===== config.mk =====
export PLATFORM = sky130hd
export DESIGN_NAME = rtx_timeout_scanner
export DESIGN_NICKNAME = d
export VERILOG_FILES = /design/src/rtl/rtx_timeout_scanner.sv
export SDC_FILE = /design/constraint.sdc
export NUM_CORES = 1
export LEC_CHECK = 0
export BUFFER_PORTS_ARGS = -buffer_cell sky130_fd_sc_hd__buf_4
export CORE_UTILIZATION = 57
export CTS_BUF_LIST = sky130_fd_sc_hd__clkbuf_8
export DETAILED_ROUTE_END_ITERATION = 10
export PLACE_DENSITY = 0.79
export SLEW_MARGIN = 25
export SYNTH_ARGS = -nofsm -noshare
export SYNTH_HDL_FRONTEND = slang
export SYNTH_SLANG_ARGS = --single-unit

===== constraint.sdc =====
create_clock -name clk -period 9.2 [get_ports clk]
set_input_delay 1.38 -clock clk [delete_from_list [all_inputs] [get_ports clk]]
set_output_delay 1.38 -clock clk [all_outputs]
set_load 0.01 [all_outputs]

===== src/rtl/rtx_timeout_scanner.sv =====
// Per-flow retransmit timer table with a round-robin expiry scanner and a valid/ready event output.
// Optional macro RTX_TIMEOUT_STATS_EN enables the accepted-event counter on to_cnt.
`ifndef TIME_W
`define TIME_W 16
`endif
`ifndef TIMER_W
`define TIMER_W 12
`endif

module rtx_timeout_scanner #(
  parameter int FLOW_CNT  = 16,
  parameter int FLOW_ID_W = 4
) (
  input  logic                 clk,
  input  logic                 rst,
  input  logic [`TIME_W-1:0]   now,
  input  logic                 scan_en,
  input  logic                 arm_valid,
  input  logic [FLOW_ID_W-1:0] arm_flow_id,
  input  logic [`TIMER_W-1:0]  arm_amnt,
  input  logic                 disarm_valid,
  input  logic [FLOW_ID_W-1:0] disarm_flow_id,
  output logic                 to_valid,
  input  logic                 to_ready,
  output logic [FLOW_ID_W-1:0] to_flow_id,
  output logic [`TIME_W-1:0]   to_time,
  output logic [31:0]          to_cnt
);

  localparam int TIME_W = `TIME_W;

  typedef enum logic {
    SCAN = 1'b0,
    HOLD = 1'b1
  } state_t;

  state_t               state_reg;
  logic [FLOW_ID_W-1:0] ptr_reg;

  logic [FLOW_CNT-1:0]  active_vec;
  logic [FLOW_CNT-1:0]  arm_hit;
  logic [FLOW_CNT-1:0]  disarm_hit;
  logic [FLOW_CNT-1:0]  capture_hit;
  logic [TIME_W-1:0]    deadline_vec [FLOW_CNT];

  logic [TIME_W-1:0]    arm_deadline;
  logic [TIME_W-1:0]    scan_diff;
  logic                 scan_expired;
  logic                 scan_collide;
  logic                 capture;

  assign arm_deadline = now + TIME_W'(arm_amnt);

  // Wrap-safe compare: expired while now sits in the half-range at/after the deadline.
  assign scan_diff    = now - deadline_vec[ptr_reg];
  assign scan_expired = active_vec[ptr_reg] & ~scan_diff[TIME_W-1];
  assign scan_collide = arm_hit[ptr_reg] | disarm_hit[ptr_reg];
  assign capture      = (state_reg == SCAN) && scan_en && scan_expired && !scan_collide;

  generate
    for (genvar gi = 0; gi < FLOW_CNT; gi++) begin : g_flow
      logic              active_reg;
      logic [TIME_W-1:0] deadline_reg;

      assign arm_hit[gi]     = arm_valid && (arm_flow_id == FLOW_ID_W'(gi));
      assign disarm_hit[gi]  = disarm_valid && (disarm_flow_id == FLOW_ID_W'(gi));
      assign capture_hit[gi] = capture && (ptr_reg == FLOW_ID_W'(gi));

      // Arm takes priority over a same-cycle disarm; capture never coincides with either.
      always_ff @(posedge clk or posedge rst) begin
        if (rst) begin
          active_reg   <= 1'b0;
          deadline_reg <= '0;
        end else if (arm_hit[gi]) begin
          active_reg   <= 1'b1;
          deadline_reg <= arm_deadline;
        end else if (disarm_hit[gi] || capture_hit[gi]) begin
          active_reg   <= 1'b0;
        end
      end

      assign active_vec[gi]   = active_reg;
      assign deadline_vec[gi] = deadline_reg;
    end
  endgenerate

  always_ff @(posedge clk or posedge rst) begin
    if (rst) begin
      state_reg  <= SCAN;
      ptr_reg    <= '0;
      to_valid   <= 1'b0;
      to_flow_id <= '0;
      to_time    <= '0;
    end else begin
      case (state_reg)
        SCAN: begin
          if (scan_en) begin
            ptr_reg <= ptr_reg + FLOW_ID_W'(1);
            if (capture) begin
              to_flow_id <= ptr_reg;
              to_time    <= now;
              to_valid   <= 1'b1;
              state_reg  <= HOLD;
            end
          end
        end
        HOLD: begin
          // Event stays up until accepted, even if its flow is re-armed meanwhile.
          if (to_ready) begin
            to_valid  <= 1'b0;
            state_reg <= SCAN;
          end
        end
        default: state_reg <= SCAN;
      endcase
    end
  end

`ifdef RTX_TIMEOUT_STATS_EN
  logic [31:0] to_cnt_reg;

  always_ff @(posedge clk or posedge rst) begin
    if (rst) begin
      to_cnt_reg <= 32'd0;
    end else if (to_valid && to_ready) begin
      to_cnt_reg <= to_cnt_reg + 32'd1;
    end
  end

  assign to_cnt = to_cnt_reg;
`else
  assign to_cnt = 32'd0;
`endif

endmodule


### After elaboration in Yosys (flattened, before gate mapping)

Cells that the tools add are included.
W data, S select, Z words.

| word-level totals | value |
|---|---|
| word-level logic and storage cells | 234 |
| bits in registers | 298 |
| input bits | 42 |

| cells by class | value |
|---|---|
| add/sub/neg operators | 3 |
| mux-type cells | 49 |
| equal/unequal tests | 48 |
| reductions and logical operators | 90 |
| bitwise logic cells | 5 |
| $lt $le $gt $ge | 2 |

Operators by type and width:

| operator | count |
|---|---|
| $eq A4 B4 Y1 const B | 24 |
| $bmux W16 S4 | 1 |
| $logic_and A1 B1 Y1 | 51 |
| $eq A4 B3 Y1 const B | 12 |
| $mux W1 | 41 |
| $mux W16 | 2 |
| $reduce_bool A2 Y1 | 16 |
| $eq A4 B2 Y1 const B | 6 |
| $add A16 B12 Y16 | 1 |
| $logic_or A1 B1 Y1 | 16 |
| $sub A16 B16 Y16 | 1 |
| $bmux W1 S4 | 3 |
| $eq A4 B1 Y1 const B | 3 |
| $logic_not A4 Y1 | 3 |
| $ne A2 B2 Y1 const B | 3 |
| $reduce_and A3 Y1 | 2 |
| $ge A5 B5 Y1 const B | 1 |
| $lt A4 B5 Y1 const B | 1 |
| $not A4 Y5 | 1 |
| $add A4 B1 Y4 const B | 1 |
| $pmux W1 S2 | 2 |
| $not A1 Y1 | 2 |
| $reduce_and A2 Y1 | 1 |
| $and A1 B1 Y1 | 1 |
| other kinds (2) | 2 |

### Logic depth before layout (Yosys ltp)

Gate-level depths: netlist of run 1.

| logic depth | value |
|---|---|
| depth after elaboration | 13 |
| gate-level depth with buffers | 19 |
| mapped depth without buffers | 12 |

### Worst setup path before layout of run 1

OpenSTA, ideal clock, no wires.

| timing | value |
|---|---|
| kind | reg2reg |
| start point | register ptr_reg[0] |
| end point | register to_time[0] |
| cell stages (with the launch flop) | 19 |
| library setup time | 125 ps |
| required time | 9075 ps |
| setup slack | 4680 ps |
| period minus slack after synthesis | 4520 ps |
| arrival | 4395 ps |
| cell sequence | dfrtp_1 > buf_4 > buf_2 > buf_2 > buf_2 > mux4_2 > mux4_2 > inv_1 > ha_1 > a21o_1 > a21oi_1 > nor2b_1 > o31ai_1 > nand4_1 > xnor2_1 > and3_1 > buf_6 > buf_6 > mux2_4 |

| on the way | value |
|---|---|
| cells in the longest elaborated chain, start to end | 10 |
| elaborated cells on any way between the ends | 18 |
| those cells by class | 1 x add/sub; 9 x mux; 4 x bitwise; 4 x reduce/logical |

Ends and longest elaborated chain:

| item | line | source |
|---|---|---|
| start: declaration | 38 | `logic [FLOW_ID_W-1:0] ptr_reg;` |
| start signal: assignment | 98 | `ptr_reg <= ptr_reg + FLOW_ID_W'(1);` |
| $not A4 Y5 (implied by the code) | 55 | `assign scan_diff = now - deadline_vec[ptr_reg];` |
| $bmux W16 S4 | 55 |  |
| $mux W16 (implied by the code) (2 in series) | 55 |  |
| $sub A16 B16 Y16 | 55 |  |
| $not A1 Y1 | 56 | `assign scan_expired = active_vec[ptr_reg] & ~scan_diff[TIME_W-1];` |
| $and A1 B1 Y1 | 56 |  |
| $logic_and A1 B1 Y1 | 58 | `assign capture = (state_reg == SCAN) && scan_en && scan_expired && !scan_collide;` |
| $logic_and A1 B1 Y1 * | 58 |  |
| $reduce_and A3 Y1 (no line) * | - |  |
| end signal: assignment | 101 | `to_time <= now;` |
| end: declaration | 26 | `` output logic [`TIME_W-1:0] to_time, `` |

Mark *: on every way between the ends. The rest lies on a longest branch, timed or not. The select of a mux whose other input is x is not followed.
A chain may end at the register's enable or synchronous reset.

### Worst setup path after layout of run 1

| timing | value |
|---|---|
| start point | register ptr_reg[0] |
| end point | register to_time[15] |

Same word-level chain as after synthesis.

==> results.sh, run 1 <==
export IMPL_final_layout_size_suffix_gt1_frac=0.203
export IMPL_synthFlopType="dfrtp_1"
export IMPL_fin_nets=1434
export IMPL_fin_crit_ps=5530
export IMPL_yosysWarnings=0
export IMPL_internal_power_mw=3.20
export IMPL_multi_input_area_um2=6470
export IMPL_vdd_drop_max_mv=0.174
export IMPL_crit_path_end_kind="register"
export IMPL_clock_fmax_mhz=181
export IMPL_grt_ovfl_total=0
export IMPL_die_x_um=161
export IMPL_netlist_area_um2=14500
export IMPL_drt_initial_drc_count=885
export IMPL_largest_register_ffs=256
export IMPL_ys_ff_latch=298
export IMPL_clock_latency_ps=580
export IMPL_swShare=0.339
export IMPL_final_design_area_no_fill_um2=16000
export IMPL_worstHoldEndpoint="g_flow[10].deadline_reg[6]"
export IMPL_power_density_nw_per_um2=303
export IMPL_gp_congestion=0.942
export IMPL_grt_max_degree=82
export IMPL_via_per_inst=6.16
export IMPL_pwr_share_comb=0.362
export IMPL_path_clk_slew_ps=60
export IMPL_clkPwrFrac=0.225
export IMPL_crit_arrival_ps=5990
export IMPL_start_kind="register"
export IMPL_cts_resized=0
export IMPL_hold_ws_ps=476
export IMPL_diodes=0
export IMPL_drc=0
export IMPL_async_flop_share=1.00
export IMPL_via_count=10600
export IMPL_ys_seq_area_frac=0.516
export IMPL_initial_core_util=0.588
export IMPL_first_global_vias=10700
export IMPL_min_path_type="register to register"
export IMPL_ys_types=54
export IMPL_cts_hold_buf=0
export IMPL_nFillCells=1875
export IMPL_root_buffer="clkbuf_8"
export IMPL_maxCapViolCount=0
export IMPL_finalHoldViolCount=0
export IMPL_hold_depth=2
export IMPL_path_max_fanout=50
export IMPL_p_seq_frac=0.412
export IMPL_area_growth_pct=10.5
export IMPL_rr_startpoint="ptr_reg[0]"
export IMPL_clock_skew_ps=31.3
export IMPL_power_switching_mw=1.64
export IMPL_cts_tree="yes"
export IMPL_cts_num_sinks=298
export IMPL_hold_path_startpoint="g_flow[10].deadline_reg[6]"
export IMPL_grt_pass1_wl_mm=57.8
export IMPL_avgSynthCellArea_um2=10.9
export IMPL_antenna_found_initial=0
export IMPL_fp_dieArea_um2=26000
export IMPL_ctsLongestPathBuffers=3
export IMPL_synth_enable_flop_cells=0
export IMPL_leakagePower_nw=7.38
export IMPL_crit_type="register to register"
export IMPL_fp_coreArea_um2=24600
export IMPL_place_area_um2=15000
export IMPL_finalWirelength_mm=36.0
export IMPL_maxSlewViolCount=0
export IMPL_relSlewSlack=0.306
export IMPL_avgRoutedWirePerCell_um=21.0
export IMPL_r2r_end="to_time[15]"
export IMPL_grt_use_total=0.287
export IMPL_numPortBuffers=62
export IMPL_r2r_slack_ps=3670
export IMPL_rsz0062_at_grt="no"
export IMPL_period_share=0.601
export IMPL_synthCells=1324
export IMPL_dieHeight_um=161
export IMPL_drtPass1Iterations=5
export IMPL_cts_buffers=47
export IMPL_ant_nets=0
export IMPL_required_ps=9660
export IMPL_setup_viol=0
export IMPL_post_route_util=0.649
export IMPL_hpwlAfterDp_mm=22.0
export IMPL_rr_worst_depth=12
export IMPL_ff_latch_area_um2=7470
export IMPL_outcome="completed"
export IMPL_htreeDepth=2
export IMPL_io_pins=95
export IMPL_std_cell_rows=57
export IMPL_tns_ps=0
export IMPL_post_cts_buffers=0
export IMPL_worstMarginPinSlew_ps=1030
[worst max-delay path by stage]
stage	cells past startpoint	slack (ps)	to	from
6_report	12	3670	to_time[15]	ptr_reg[0]
3_3_place_gp	12	3780	to_time[15]	ptr_reg[0]
2_1_floorplan	1	3860	g_flow[0].active_reg	rst
4_1_cts	12	3620	to_flow_id[1]	ptr_reg[0]
3_5_place_dp	12	3700	to_flow_id[1]	ptr_reg[0]
5_1_grt	12	3340	to_flow_id[3]	ptr_reg[0]
[logic make-up (layout without fill, tap and decap cells)]
kind of cell | count (synthesis) | after routing | synth area share
xor+xnor | 19 | 19 | 0.0115
simple gates | 381 | 381 | 0.115
other cells | 1 | 32 | 0.000259
mux | 120 | 120 | 0.158
fa+ha+maj | 31 | 31 | 0.0273
buf+inv | 153 | 188 | 0.0520
flops | 298 | 298 | 0.516
compound gates | 321 | 321 | 0.120
[metal layers]
layer / up-vias / wire length (um) / global-route usage
li1: 4654 / - / -
met1: 5301 / 14800 / 0.395
met2: 504 / 17400 / 0.467
met3: 94 / 2840 / 0.0493
met4: 0 / 1020 / 0.0991
met5: - / 0 / 0
[through the flow]
| stage | worst slack [ps] | std cells | total power, mW |
|---|---|---|---|
| finish | 3670 | 1714 | 4.84 |
| detailed placement | 3700 | 1636 | 3.74 |
| global route | 3340 | 1714 | 5.12 |
| global placement | 3780 | 1636 | 3.66 |
| CTS | 3620 | 1714 | 4.84 |
| floorplan | 3860 | 1355 | 3.30 |
[layout by cell type, fill, tap and decap left out, types with 3 or more instances in the layout]
| master | count |
|---|---|
| dfrtp_1 | 295 |
| nand2_1 | 279 |
| o21ai_0 | 252 |
| buf_4 | 85 |
| mux4_2 | 78 |
| clkbuf_8 | 53 |
| inv_1 | 42 |
| conb_1 | 32 |
| ha_1 | 30 |
| mux2_2 | 21 |
| a21oi_1 | 20 |
| nand3_1 | 17 |
| and3_1 | 16 |
| mux2_4 | 16 |
| nor2_1 | 14 |
| nor2b_1 | 11 |
| a21o_1 | 8 |
| xor2_2 | 8 |
| nand2b_1 | 8 |
| nor3b_1 | 8 |
| nand4_1 | 7 |
| xnor2_2 | 6 |
| a31oi_1 | 6 |
| a22oi_1 | 6 |
| nor3_1 | 5 |
| xnor2_1 | 5 |
| mux2i_1 | 5 |
| o31ai_1 | 4 |
| a311oi_1 | 4 |
| a21boi_0 | 4 |
| nand3b_1 | 3 |
| and4b_1 | 3 |
[synth_stat cells (all sizes together), types with 3 or more instances]
library cell | n | share of area
a21boi | 4 | 0.0021
a21o | 8 | 0.0042
a21oi | 20 | 0.0069
a22oi | 6 | 0.0031
a311oi | 4 | 0.0024
a31oi | 6 | 0.0026
and3 | 17 | 0.0074
and4b | 3 | 0.0021
buf | 52 | 0.026
clkbuf | 77 | 0.020
dfrtp | 298 | 0.52
ha | 30 | 0.026
inv | 24 | 0.0062
mux2 | 37 | 0.033
mux2i | 5 | 0.0035
mux4 | 78 | 0.12
nand2 | 279 | 0.072
nand2b | 8 | 0.0035
nand3 | 17 | 0.0059
nand3b | 3 | 0.0016
nand4 | 7 | 0.0030
nor2 | 14 | 0.0036
nor2b | 11 | 0.0048
nor3 | 5 | 0.0017
nor3b | 8 | 0.0042
o21ai | 252 | 0.087
o31ai | 4 | 0.0021
or2 | 3 | 0.0013
xnor2 | 11 | 0.0067
xor2 | 8 | 0.0048
[final cells by class]
class	instances	area share
multi-input cells	904	0.405
clock inverters	25	0.0101
flip-flops and latches	298	0.467
well taps	324	0.0254
repair buffers	86	0.0406
inverters	24	0.00587
clock buffers	53	0.0457
[power groups by stage]
stage	sequential [mW]	clock [mW]	combinational, mW
2_1_floorplan	1.89	0	1.42
3_3_place_gp	1.99	0	1.67
3_5_place_dp	2.01	0	1.74
4_1_cts	1.99	1.10	1.74
5_1_grt	2.04	1.16	1.91
6_report	1.99	1.09	1.75
[worst max-delay path, cell delays in order (launching register included)]
cell	delay (ps)
dfrtp_4	800
buf_4	780
mux4_2	590
mux4_2	470
inv_1	80
ha_1	240
a21oi_1	160
nor2b_1	70
o21ai_0	300
nand4_1	210
xnor2_1	350
and3_2	890
mux2_2	410
(Power assumes the default switching activity.)
==> run 2, diff against run 1 <==
Settings changed: ABC_AREA set to 1.
Clock period 9.2 ns to 4.65 ns, I/O delays scaled along.
==> run 2 against run 1 <==
Effect of this change:
- clock skew increased by 1.3 ps
- fmax increased by 35%
- synthesized area increased by 3.3%
- worst hold slack got worse by 180 ps
- critical path type unchanged
- critical endpoint is now to_flow_id[0]
- largest power group is now combinational logic
==> results.sh, run 2 <==
export IMPL_outcome="completed"
export IMPL_root_buffer="clkbuf_8"
export IMPL_fin_nets=1905
export IMPL_fin_crit_ps=4100
export IMPL_maxSlewViolCount=0
export IMPL_required_ps=5110
export IMPL_start_kind="register"
export IMPL_r2r_end="to_flow_id[0]"
export IMPL_synth_xor_area_share=0.00930
export IMPL_final_layout_size_suffix_gt1_frac=0.135
export IMPL_synth_common_cells="383 x nand2_1, 352 x o21ai_0, 298 x dfrtp_1"
export IMPL_die_x_um=164
export IMPL_finalHoldViolCount=0
export IMPL_worstMarginPinSlew_ps=1050
export IMPL_hold_ws_ps=298
export IMPL_largest_register_ffs=256
export IMPL_cpLargestDelayFamily="compound AO/OA/AOI/OAI gates"
export IMPL_place_area_um2=15600
export IMPL_synthSimpleGateAreaFrac=0.174
export IMPL_synth_top_area_cell="dfrtp_1"
export IMPL_ys_seq_area_frac=0.500
export IMPL_first_global_vias=12500
export IMPL_synthTopCellsByArea="dfrtp_1 50%, o21ai_0 12%, nand2_1 9.6%"
export IMPL_ys_ff_latch=298
export IMPL_post_cts_buffers=0
export IMPL_grt_max_degree=152
export IMPL_drc=0
export IMPL_yosysWarnings=0
export IMPL_synth_compound_area_frac=0.203
export IMPL_synthFlopType="dfrtp_1"
export IMPL_via_count=13100
export IMPL_io_pins=95
export IMPL_setup_viol=0
export IMPL_initial_core_util=0.588
export IMPL_final_design_area_no_fill_um2=16700
export IMPL_synth_top_family_by_area="compound AO/OA/AOI/OAI gates"
export IMPL_finalWirelength_mm=43.2
export IMPL_crit_path_cell_trace="nand2_2 > inv_2 > buf_4 > a22oi_1 > o21ai_0 > a22o_1 > a221oi_1 > ha_1 > nand2_1 > nor2_1 > a211oi_1 > nand2_1 > nand2_1 > nand2_1 > nand2_4 > nand3_4 > buf_12 > nand2_2 > o21ai_2"
export IMPL_grt_use_total=0.331
export IMPL_numPortBuffers=62
export IMPL_diodes=0
export IMPL_fp_coreArea_um2=25400
export IMPL_std_cell_rows=58
export IMPL_rsz0062_at_grt="no"
export IMPL_synth_most_common_cell="nand2_1"
export IMPL_cts_resized=0
export IMPL_drtPass1Iterations=6
export IMPL_avgRoutedWirePerCell_um=19.6
export IMPL_crit_path_end_kind="register"
export IMPL_period_share=0.882
export IMPL_rr_worst_depth=19
export IMPL_vdd_drop_max_mv=0.549
export IMPL_clock_fmax_mhz=244
export IMPL_mostFrequentLayoutCells="383 x nand2_1, 352 x o21ai_0, 297 x dfrtp_1"
export IMPL_multi_input_area_um2=6300
export IMPL_path_clk_slew_ps=60
export IMPL_via_per_inst=5.94
export IMPL_grt_pass1_wl_mm=67.9
export IMPL_power_density_nw_per_um2=623
export IMPL_path_max_fanout=26
export IMPL_synth_enable_flop_cells=0
export IMPL_nFillCells=2149
export IMPL_hold_path_startpoint="to_ready"
export IMPL_ant_nets=0
export IMPL_critPathBufInv=3
export IMPL_total_power_mw=10.4
export IMPL_fp_dieArea_um2=26800
export IMPL_drt_initial_drc_count=1366
export IMPL_clock_skew_ps=32.6
export IMPL_async_flop_share=1.00
export IMPL_htreeDepth=2
export IMPL_rr_startpoint="ptr_reg[1]"
export IMPL_ys_types=47
export IMPL_grt_ovfl_total=0
export IMPL_r2r_slack_ps=550
export IMPL_antenna_found_initial=0
export IMPL_ctsLongestPathBuffers=3
export IMPL_ff_latch_area_um2=7460
export IMPL_netlist_area_um2=14900
export IMPL_cts_tree="yes"
export IMPL_dieHeight_um=164
export IMPL_yosys_area_share_adder=0.0265
export IMPL_avgSynthCellArea_um2=8.38
export IMPL_area_growth_pct=11.7
export IMPL_yosysTopAreaCellShare=0.500
export IMPL_relSlewSlack=0.294
export IMPL_hpwlAfterDp_mm=27.4
export IMPL_cpPeakStageDelay_ps=490
export IMPL_crit_type="register to register"
export IMPL_final_common_cell="nand2_1"
export IMPL_leakagePower_nw=8.13
export IMPL_cts_num_sinks=298
export IMPL_cp_common_cell="nand2_1"
export IMPL_clock_latency_ps=600
export IMPL_crit_path_top_delay_cell="dfrtp_1"
export IMPL_worstHoldEndpoint="state_reg"
export IMPL_synthCells=1781
export IMPL_gp_congestion=0.975
export IMPL_crit_arrival_ps=4560
export IMPL_synth_area_mux_share=0
export IMPL_tns_ps=0
export IMPL_hold_depth=2
export IMPL_cts_buffers=50
export IMPL_maxCapViolCount=0
export IMPL_cts_hold_buf=0
export IMPL_min_path_type="input port to register"
[run 2: cell types whose count changed after synthesis, sizes merged, moves of 47 or more]
cell   delta
o21ai   +134
nand2   +125
mux4     -78
nand3    +47
nor2     +98
inv     +124
[run 2: area by class of cell]
class | count | share of cell area
Clock buffer | 64 | 0.0528
Sequential cell | 298 | 0.447
Multi-Input combinational cell | 1221 | 0.378
Tap cell | 330 | 0.0248
Timing Repair Buffer | 111 | 0.0545
Inverter | 150 | 0.0340
Clock inverter | 24 | 0.00878
[run 2: cell families (layout without fill, tap and decap cells)]
logic type               Yosys count  count (layout)
other                              1              32
AND/OR/NAND/NOR                  616             616
XOR/XNOR                          15              15
AO/OA/AOI/OAI                    527             527
flip-flops                       298             298
adder cells (fa/ha/maj)           31              31
buffers and inverters            293             349
[run 2: per-stage QoR]
| step | setup slack [ps] | util | instances |
|---|---|---|---|
| 3_5_place_dp | 651 | 0.616 | 2110 |
| 5_1_grt | 333 | 0.656 | 2198 |
| 2_1_floorplan | -6.58 | - | 1812 |
| 6_report | 548 | 0.656 | 2198 |
| 4_1_cts | 611 | 0.656 | 2198 |
| 3_3_place_gp | 740 | 0.615 | 2110 |
[run 2: how the worst max path moves through the flow]
stage                    start                   end  slack, ps  cells after the start
floorplan                  rst  g_flow[0].active_reg         -7                      1
finish              ptr_reg[1]         to_flow_id[0]        550                     19
CTS                 ptr_reg[1]         to_flow_id[0]        610                     19
detailed placement  ptr_reg[1]         to_flow_id[0]        650                     19
global placement    ptr_reg[1]            to_time[9]        740                     19
global route        ptr_reg[1]            to_time[8]        330                     19
[run 2: routing by layer]
layer / up-vias / GRT usage / share of wire / wire length (um)
met5: - / 0 / 0 / 0
li1: 5989 / - / - / -
met4: 0 / 0.162 / 0.044 / 1920
met1: 6178 / 0.455 / 0.42 / 17900
met3: 146 / 0.0669 / 0.095 / 4090
met2: 751 / 0.500 / 0.45 / 19200
[run 2: worst register-to-register path, delay by kind of cell (launching register included)]
kind	cells	cell delay [ps]
DFF	1	490
AOI/OAI and AO/OA	6	1230
adders and majority gates	1	350
buffers and inverters	3	740
and+or+nand+nor	9	1140
[run 2: report_power, final]
part           leakage [nW]  internal [mW]  total (mW)  switching (mW)
combinational          3.82           1.50        4.22            2.72
sequential             3.73           3.35        3.78           0.429
clock                 0.582           1.29        2.38            1.08
total                  8.13           6.15        10.4            4.23
